[src/rtl/alu_issue_controller_pkg.sv]
// Shared types and constants for the ALU issue controller and its instruction decoder.
// Instruction layout: {opcode[18:14], rd[13:10], rs1[9:6], rs2[5:2], rsvd[1:0]}.
package alu_issue_controller_pkg;

    localparam int WORD_SIZE  = 19;
    localparam int OPC_W      = 5;
    localparam int REG_ADDR_W = 4;
    localparam int RSVD_W     = WORD_SIZE - OPC_W - 3 * REG_ADDR_W;

    // Function code within the unit picked by MODE (arithmetic or logical).
    typedef enum logic [2:0] {
        ALU_FN_0 = 3'd0,
        ALU_FN_1 = 3'd1,
        ALU_FN_2 = 3'd2,
        ALU_FN_3 = 3'd3,
        ALU_FN_4 = 3'd4,
        ALU_FN_5 = 3'd5,
        ALU_FN_6 = 3'd6,
        ALU_FN_7 = 3'd7
    } alu_sel_e;

    typedef struct packed {
        logic [OPC_W-1:0]      opcode;
        logic [REG_ADDR_W-1:0] rd;
        logic [REG_ADDR_W-1:0] rs1;
        logic [REG_ADDR_W-1:0] rs2;
        logic [RSVD_W-1:0]     rsvd;
    } instr_t;

    typedef enum logic [2:0] {
        IDLE   = 3'd0,
        DECODE = 3'd1,
        READ   = 3'd2,
        EXEC   = 3'd3,
        WB     = 3'd4
    } issue_state_e;

    // Opcodes with the top bit clear belong to the ALU.
    function automatic logic is_alu_opcode(input logic [OPC_W-1:0] opc);
        return ~opc[OPC_W-1];
    endfunction

endpackage

[src/rtl/alu_issue_controller_decoder.sv]
// Combinational field extraction for one instruction word.
// Splits the opcode into the MODE bit and the ALU_SEL function code.
module alu_instr_decoder
    import alu_issue_controller_pkg::*;
(
    input  instr_t                instr_i,
    output logic                  is_alu_o,
    output logic                  mode_o,
    output alu_sel_e              sel_o,
    output logic [REG_ADDR_W-1:0] rd_o,
    output logic [REG_ADDR_W-1:0] rs1_o,
    output logic [REG_ADDR_W-1:0] rs2_o
);

    logic unused_rsvd;

    always_comb begin
        is_alu_o = is_alu_opcode(instr_i.opcode);
        mode_o   = instr_i.opcode[3];
        sel_o    = alu_sel_e'(instr_i.opcode[2:0]);
        rd_o     = instr_i.rd;
        rs1_o    = instr_i.rs1;
        rs2_o    = instr_i.rs2;
    end

    // The low two bits carry no meaning for the ALU path.
    assign unused_rsvd = ^instr_i.rsvd;

endmodule

[src/rtl/alu_issue_controller.sv]
// Five-state issue sequencer: accept, decode, read operands, execute on the ALU, write back.
// Operand, control and result registers live here; field extraction is in alu_instr_decoder.
module alu_issue_controller
    import alu_issue_controller_pkg::*;
(
    input  logic                  CLK,
    input  logic                  RESET,
    input  logic                  instr_valid,
    output logic                  instr_ready,
    input  logic [WORD_SIZE-1:0]  instr,
    output logic [REG_ADDR_W-1:0] rf_raddr1,
    output logic [REG_ADDR_W-1:0] rf_raddr2,
    input  logic [WORD_SIZE-1:0]  rf_rdata1,
    input  logic [WORD_SIZE-1:0]  rf_rdata2,
    output logic                  alu_mode,
    output logic [2:0]            alu_sel,
    output logic [WORD_SIZE-1:0]  alu_op1,
    output logic [WORD_SIZE-1:0]  alu_op2,
    input  logic [WORD_SIZE-1:0]  alu_result,
    output logic                  rf_we,
    output logic [REG_ADDR_W-1:0] rf_waddr,
    output logic [WORD_SIZE-1:0]  rf_wdata,
    output logic                  done,
    output logic                  illegal
);

    issue_state_e          state_q, state_d;
    instr_t                instr_q, instr_d;
    logic [REG_ADDR_W-1:0] raddr1_q, raddr1_d;
    logic [REG_ADDR_W-1:0] raddr2_q, raddr2_d;
    logic [WORD_SIZE-1:0]  op1_q, op1_d;
    logic [WORD_SIZE-1:0]  op2_q, op2_d;
    logic                  mode_q, mode_d;
    alu_sel_e              sel_q, sel_d;
    logic [WORD_SIZE-1:0]  result_q, result_d;

    logic                  dec_is_alu;
    logic                  dec_mode;
    alu_sel_e              dec_sel;
    logic [REG_ADDR_W-1:0] dec_rd;
    logic [REG_ADDR_W-1:0] dec_rs1;
    logic [REG_ADDR_W-1:0] dec_rs2;

    alu_instr_decoder u_decoder (
        .instr_i  (instr_q),
        .is_alu_o (dec_is_alu),
        .mode_o   (dec_mode),
        .sel_o    (dec_sel),
        .rd_o     (dec_rd),
        .rs1_o    (dec_rs1),
        .rs2_o    (dec_rs2)
    );

    always_ff @(posedge CLK) begin
        if (RESET) begin
            state_q <= IDLE;
        end else begin
            state_q <= state_d;
        end
    end

    always_comb begin
        state_d = state_q;
        case (state_q)
            IDLE:    if (instr_valid) state_d = DECODE;
            DECODE:  state_d = dec_is_alu ? READ : IDLE;
            READ:    state_d = EXEC;
            EXEC:    state_d = WB;
            WB:      state_d = IDLE;
            default: state_d = IDLE;
        endcase
    end

    always_comb begin
        instr_ready = (state_q == IDLE);
        illegal     = (state_q == DECODE) && !dec_is_alu;
        done        = (state_q == WB);
        // R0 is hardwired to zero, so a write to it is suppressed but still retires.
        rf_we       = (state_q == WB) && (dec_rd != '0);
        rf_waddr    = dec_rd;
        rf_wdata    = result_q;
        rf_raddr1   = raddr1_q;
        rf_raddr2   = raddr2_q;
        if ((state_q == DECODE) && dec_is_alu) begin
            rf_raddr1 = dec_rs1;
            rf_raddr2 = dec_rs2;
        end
        alu_op1  = op1_q;
        alu_op2  = op2_q;
        alu_mode = mode_q;
        alu_sel  = sel_q;
    end

    always_comb begin
        instr_d  = instr_q;
        raddr1_d = raddr1_q;
        raddr2_d = raddr2_q;
        op1_d    = op1_q;
        op2_d    = op2_q;
        mode_d   = mode_q;
        sel_d    = sel_q;
        result_d = result_q;
        case (state_q)
            IDLE: begin
                if (instr_valid) instr_d = instr_t'(instr);
            end
            DECODE: begin
                if (dec_is_alu) begin
                    raddr1_d = dec_rs1;
                    raddr2_d = dec_rs2;
                end
            end
            READ: begin
                op1_d  = (dec_rs1 == '0) ? '0 : rf_rdata1;
                op2_d  = (dec_rs2 == '0) ? '0 : rf_rdata2;
                mode_d = dec_mode;
                sel_d  = dec_sel;
            end
            EXEC: begin
                result_d = alu_result;
            end
            default: ;
        endcase
    end

    always_ff @(posedge CLK) begin
        if (RESET) begin
            instr_q  <= '0;
            raddr1_q <= '0;
            raddr2_q <= '0;
            op1_q    <= '0;
            op2_q    <= '0;
            mode_q   <= 1'b0;
            sel_q    <= ALU_FN_0;
            result_q <= '0;
        end else begin
            instr_q  <= instr_d;
            raddr1_q <= raddr1_d;
            raddr2_q <= raddr2_d;
            op1_q    <= op1_d;
            op2_q    <= op2_d;
            mode_q   <= mode_d;
            sel_q    <= sel_d;
            result_q <= result_d;
        end
    end

endmodule

[config.mk]
export PLATFORM = sky130hd
export DESIGN_NAME = alu_issue_controller
export DESIGN_NICKNAME = d
export VERILOG_FILES = /design/src/rtl/alu_issue_controller_pkg.sv /design/src/rtl/alu_issue_controller_decoder.sv /design/src/rtl/alu_issue_controller.sv
export SDC_FILE = /design/constraint.sdc
export NUM_CORES = 1
export LEC_CHECK = 0
export BUFFER_PORTS_ARGS = -buffer_cell sky130_fd_sc_hd__buf_2
export CAP_MARGIN = 15
export CORE_UTILIZATION = 42
export CTS_CLUSTER_SIZE = 14
export DETAILED_ROUTE_END_ITERATION = 10
export GPL_ROUTABILITY_DRIVEN = 1
export PLACE_DENSITY_LB_ADDON = 0.25
export SETUP_SLACK_MARGIN = 0.02
export SYNTH_ARGS = -nofsm -noshare
export SYNTH_HDL_FRONTEND = slang
export SYNTH_SLANG_ARGS = --single-unit
export TNS_END_PERCENT = 30
[constraint.sdc]
create_clock -name CLK -period 1.33 [get_ports CLK]
set_input_delay 0.266 -clock CLK [delete_from_list [all_inputs] [get_ports CLK]]
set_output_delay 0.266 -clock CLK [all_outputs]
set_load 0.02 [all_outputs]
==> impl_metrics.env, run 1 <==
export IMPL_status="finished, violations left"
export IMPL_violations="negative setup slack"
export IMPL_drc=0
export IMPL_fin_crit_sh_pct=143
export IMPL_path_delay_family="flip-flops"
export IMPL_nets=637
export IMPL_synth_cell_type_count=24
export IMPL_grt_max_degree=50
export IMPL_drtAntennaViolNets=0
export IMPL_hold_buffers=0
export IMPL_endpoint_kind="output port"
export IMPL_initial_utilization_pct=43.5
export IMPL_core_region_area_sq_um=7730
export IMPL_synth_warnings=0
export IMPL_power_density_nw_per_um2=1170
export IMPL_clockBufferDepth=2
export IMPL_ctsRootBufferMaster="clkbuf_8"
export IMPL_period_minus_slack_ns=1.90
export IMPL_fmax_mhz=526
export IMPL_crit_top_cell="buf_6"
export IMPL_antenna_cells=0
export IMPL_ys_seq_area_share_pct=53.0
export IMPL_worst_pin_slew_ns=0.317
export IMPL_cts_tree="done"
export IMPL_cts_htree_levels=3
export IMPL_place_inst=640
export IMPL_power_mw=5.98
export IMPL_crit_slowest_cell="dfxtp_2"
export IMPL_drtIter0Drc=91
export IMPL_combPwrFrac_pct=18.0
export IMPL_seq_power_share_pct=47.1
export IMPL_p_sw_share_pct=27.0
export IMPL_hold_violations=0
export IMPL_grt_usage_pct=20.7
export IMPL_cts_buffers=9
export IMPL_grt_pass1_vias=3066
export IMPL_rsz0062_at_grt="yes"
export IMPL_holdWs_ns=0.149
export IMPL_synth_avg_cell_area_sq_um=8.50
export IMPL_p_int_mw=4.36
export IMPL_dpl_hpwl_mm=5.61
export IMPL_critPathArrivalTime_ns=1.63
export IMPL_p_leak_nw=2.27
export IMPL_netlist_area_leader_share_pct=53.0
export IMPL_gr_total_overflow=0
export IMPL_cp_max_fo=8
export IMPL_antenna_found_initial=0
export IMPL_syn_area_sq_um=3360
export IMPL_yosys_top_cells_area="dfxtp_1, nand2_1, a21oi_1, nand3_1, mux2_2"
export IMPL_crit_chain="nor4b_4 > buf_6 > mux2_4 > buf_6"
export IMPL_crit_path_start_kind="flip-flop"
export IMPL_die_area_sq_um=8370
export IMPL_power_frac_clock_pct=34.8
export IMPL_viasPerCell=4.95
export IMPL_cap_viol_max_count=0
export IMPL_cts_sinks=89
export IMPL_worstHoldPathType="input port to flip-flop"
export IMPL_drv_slew=0
export IMPL_gp_congestion=0.742
export IMPL_drt_pass1_iterations=4
export IMPL_crit_type="flip-flop to output port"
export IMPL_fp_dieH_um=91.5
export IMPL_drt_wl_total_mm=9.04
export IMPL_fill_cells=638
export IMPL_row_count=32
export IMPL_dpl_cell_area_sq_um=4330
export IMPL_insertion_delay_ns=0.35
export IMPL_synth_nets=475
export IMPL_drive_gt1_share_pct=49.6
export IMPL_vias=3295
export IMPL_ios=156
export IMPL_grt_pass1_wl_mm=13.8
export IMPL_fin_ws_ns=-0.570
export IMPL_relSlewSlack_pct=78.7
export IMPL_post_drt_wl_per_cell_um=13.6
export IMPL_ys_seq_elements=89
export IMPL_final_area_sq_um=5090
export IMPL_yosys_area_top_type="dfxtp_1"
export IMPL_syn_inst=396
export IMPL_clkTransAtPathRegs_ns=0.09
export IMPL_io_buffers=153
export IMPL_vdd_ir_drop_max_uv=675
export IMPL_slowest_delay_ns=0.34
export IMPL_fin_skew_ns=0.0118
export IMPL_crit_buf_inv=2
export IMPL_switchingPower_mw=1.62
export IMPL_die_w_um=91.5
export IMPL_syn2layout_area_growth_pct=51.2
export IMPL_setup_viol=83
export IMPL_fin_cells=665
export IMPL_crit_required_ns=1.06
==> cell families (layout without fill, tap and decap cells) <==
| group | count (synthesis) | after routing | share of synthesized area [%] |
|---|---|---|---|
| AOI/OAI and AO/OA | 80 | 80 | 12.1 |
| DFF | 89 | 89 | 53.0 |
| muxes | 8 | 8 | 2.68 |
| and+or+nand+nor | 181 | 181 | 25.5 |
| buffers and inverters | 38 | 205 | 6.81 |
==> state kept, by name, indices dropped and copies added (netlist names) <==
name and flops:
rf_wdata 19, raddr1_q 4, raddr2_q 4, alu_op2 19, alu_sel 3, alu_op1 19
alu_mode 1, instr_q 17, state_q 3
==> worst paths after layout <==
path	startpoint	cells past startpoint	slack, ns	endpoint
setup / recovery	instr_q[18]	4	-0.57	rf_raddr2[1]
hold / removal	alu_result[11]	3	0.15	rf_wdata[11]
setup reg to reg	state_q[0]	8	-0.26	instr_q[8]
hold reg to reg	alu_op2[8]	2	0.45	alu_op2[8]
==> Yosys cell counts <==
cell and instances:
nand3b_1 1, inv_1 1, or4b_1 1, dfxtp_1 89, clkbuf_1 13, or4_1 2, and3b_1 1, nor4_1 1
a21oi_1 79, buf_4 5, nor4b_4 2, or3b_1 1, nor3_1 2, nor3b_1 2, nor2_1 2, and2b_1 8
mux2_2 8, nand3_1 38, buf_2 12, buf_6 7, nand2_1 118, nor3b_4 1, nor4b_1 1, o41a_1 1
==> cell type report <==
cell class / instances / area, sq um / share of cell area [%]
sequential: 89 / 1790 / 35.1
multi-input combinational: 269 / 1670 / 32.8
timing repair buffer: 188 / 1270 / 24.9
clock buffer: 10 / 138 / 2.70
tap: 102 / 128 / 2.51
clock inverter: 6 / 90.1 / 1.77
inverter: 1 / 8.76 / 0.172
==> power groups by stage <==
stage | Sequential [mW] | Clock (mW) | Combinational (mW)
final | 2.82 | 2.08 | 1.08
after global routing | 2.83 | 2.25 | 1.16
after CTS | 2.81 | 2.12 | 0.934
after detailed placement | 2.87 | 0 | 0.830
after global placement | 2.86 | 0 | 0.818
after floorplan | 2.92 | 0 | 0.454
==> worst reg2reg max path, delay by kind of cell, from the launching register on <==
kind            cells  cell delay (ns)
buf+inv             5             0.71
flops               1             0.35
simple gates        2             0.34
compound gates      1             0.12
==> cell usage in the layout (no fill, tap or decap), types with 8 or more instances in the layout <==
| cell type | instances |
|---|---|
| mux2_4 | 8 |
| dfxtp_1 | 85 |
| and2b_1 | 8 |
| a21oi_2 | 28 |
| nand2_4 | 16 |
| buf_6 | 19 |
| nand2_2 | 10 |
| buf_4 | 17 |
| clkbuf_8 | 10 |
| buf_2 | 141 |
| a21oi_1 | 51 |
| nand2_1 | 92 |
| nand3_1 | 38 |
==> per-stage QoR <==
| step | setup slack [ns] | util [%] | setup TNS, ns |
|---|---|---|---|
| 6_report | -0.570 | 65.9 | -16.28 |
| 5_1_grt | -0.643 | 65.9 | -22.32 |
| 4_1_cts | -0.584 | 61.8 | -14.75 |
| 3_5_place_dp | -0.257 | 56.0 | -10.23 |
| 3_3_place_gp | -0.227 | 56.0 | -8.68 |
| 2_1_floorplan | -0.197 | - | -5.78 |
==> layer usage <==
layer	vias to the layer above	GRT usage (%)	wire length, um
met2	100	37.1	4550
met5	-	0	0
met3	10	4.02	501
met4	0	8.47	110
li1	1636	-	-
met1	1549	23.8	3870
==> what timing repair did <==
item | 4_1_cts | 5_1_grt
resized for setup | 45 | 86
setup endpoints to repair | 79 | 99
gates cloned | 1 | 1
pin swaps | 6 | 37
setup buffers | 7 | 7
Note: power is estimated with default switching activity, not from simulation.
==> run 2, diff against run 1 <==
==> constraint.sdc (replaced) <==
create_clock -name CLK -period 1.6 [get_ports CLK]
set_input_delay 0.32 -clock CLK [delete_from_list [all_inputs] [get_ports CLK]]
set_output_delay 0.32 -clock CLK [all_outputs]
set_load 0.02 [all_outputs]
==> impl_metrics.env, run 2 (synthesis gave the netlist of run 1 again) <==
export IMPL_vias=3154
export IMPL_p_int_mw=3.51
export IMPL_rsz0062_at_grt="yes"
export IMPL_syn2layout_area_growth_pct=35.4
export IMPL_place_ws_ns=-0.0200
export IMPL_violations="negative setup slack"
export IMPL_path_delay_family="flip-flops"
export IMPL_clkTransAtPathRegs_ns=0.09
export IMPL_power_frac_clock_pct=36.3
export IMPL_drive_gt1_share_pct=37.1
export IMPL_setup_viol=10
export IMPL_ios=156
export IMPL_fill_cells=740
export IMPL_die_w_um=91.5
export IMPL_mostFrequentLayoutCells="buf_2, nand2_1, dfxtp_1"
export IMPL_period_minus_slack_ns=1.96
export IMPL_hold_buffers=0
export IMPL_dpl_hpwl_mm=5.55
export IMPL_crit_top_cell="buf_6"
export IMPL_fp_dieH_um=91.5
export IMPL_row_count=32
export IMPL_relSlewSlack_pct=74.3
export IMPL_drtIter0Drc=89
export IMPL_core_region_area_sq_um=7730
export IMPL_grt_pass1_vias=3024
export IMPL_antenna_cells=0
export IMPL_mostFrequentLayoutCell="buf_2"
export IMPL_crit_buf_inv=2
export IMPL_io_buffers=153
export IMPL_crit_chain="nor4b_4 > buf_6 > mux2_4 > buf_6"
export IMPL_grt_usage_pct=20.2
export IMPL_viasPerCell=4.88
export IMPL_fin_cells=646
export IMPL_drc=0
export IMPL_holdWs_ns=0.196
export IMPL_nets=618
export IMPL_drt_pass1_iterations=4
export IMPL_worst_pin_slew_ns=0.385
export IMPL_grt_pass1_wl_mm=13.6
export IMPL_fin_ws_ns=-0.362
export IMPL_crit_path_start_kind="flip-flop"
export IMPL_cts_htree_levels=3
export IMPL_insertion_delay_ns=0.35
export IMPL_cap_viol_max_count=0
export IMPL_cp_max_fo=8
export IMPL_power_density_nw_per_um2=1040
export IMPL_worstHoldPathType="input port to flip-flop"
export IMPL_fin_skew_ns=0.0102
export IMPL_crit_required_ns=1.28
export IMPL_cts_tree="done"
export IMPL_hold_violations=0
export IMPL_clockBufferDepth=2
export IMPL_gr_total_overflow=0
export IMPL_critPathArrivalTime_ns=1.64
export IMPL_seq_power_share_pct=49.3
export IMPL_ctsRootBufferMaster="clkbuf_8"
export IMPL_die_area_sq_um=8370
export IMPL_combPwrFrac_pct=14.4
export IMPL_antenna_found_initial=0
export IMPL_utilization_pct=58.9
export IMPL_place_inst=630
export IMPL_p_leak_nw=2.03
export IMPL_grt_max_degree=52
export IMPL_drv_slew=0
export IMPL_initial_utilization_pct=43.5
export IMPL_crit_slowest_cell="dfxtp_2"
export IMPL_endpoint_kind="output port"
export IMPL_drtAntennaViolNets=0
export IMPL_status="finished, violations left"
export IMPL_drt_wl_total_mm=8.32
export IMPL_crit_type="flip-flop to output port"
export IMPL_gp_congestion=0.719
export IMPL_fin_crit_sh_pct=123
export IMPL_cts_buffers=9
export IMPL_post_drt_wl_per_cell_um=12.9
export IMPL_switchingPower_mw=1.24
export IMPL_slowest_delay_ns=0.34
export IMPL_vdd_ir_drop_max_uv=596
export IMPL_p_sw_share_pct=26.1
export IMPL_cts_sinks=89
export IMPL_fmax_mhz=510
-- run 2: through the flow --
stage / setup TNS (ns) / area [sq um] / power, mW
floorplan: -0.102 / 3370 / 2.80
global placement: -0.0133 / 4210 / 3.03
detailed placement: -0.0903 / 4210 / 3.04
CTS: -3.14 / 4540 / 4.79
global route: -3.64 / 4550 / 4.97
finish: -3.09 / 4550 / 4.74
-- run 2: worst paths after layout --
kind	slack, ns	from	cells past startpoint	endpoint
worst max register to register	0.10	state_q[2]	5	instr_q[8]
worst min register to register	0.45	instr_q[15]	2	alu_sel[1]
worst min-delay path	0.20	alu_result[14]	3	rf_wdata[14]
worst max-delay path	-0.36	state_q[1]	4	rf_raddr2[0]
-- run 2: power groups by stage --
stage / registers (mW) / clock network, mW / logic, mW
CTS: 2.34 / 1.77 / 0.683
global placement: 2.38 / 0 / 0.643
detailed placement: 2.39 / 0 / 0.653
floorplan: 2.43 / 0 / 0.370
finish: 2.34 / 1.72 / 0.682
global route: 2.35 / 1.87 / 0.748
-- run 2: routing by layer --
metal	GRT usage (%)	wire (um)
met1	23.9	3610
met2	34.9	4090
met3	4.61	465
met4	8.73	149
met5	0	0
-- run 2: repair_timing --
item	in CTS	in global routing
gates resized for setup	32	4
setup endpoints to repair	12	30
pin swaps	2	0
endpoints found under the hold margin	0	0
setup buffers	0	0
-- run 2: final cells by class --
cell class                      instances  area (sq um)  share of cell area (%)
Sequential cell                        89          1790                    39.2
Multi-Input combinational cell        269          1400                    30.8
Timing Repair Buffer                  169          1010                    22.1
Clock buffer                           10           138                    3.02
Tap cell                              102           128                    2.80
Clock inverter                          6          90.1                    1.98
Inverter                                1          3.75                  0.0824
-- run 2: worst register-to-register path, cell delays in order, from the launching register on --
cell	delay (ns)
dfxtp_2	0.35
buf_8	0.15
or4b_1	0.54
buf_4	0.21
nand2_1	0.08
a21oi_1	0.07
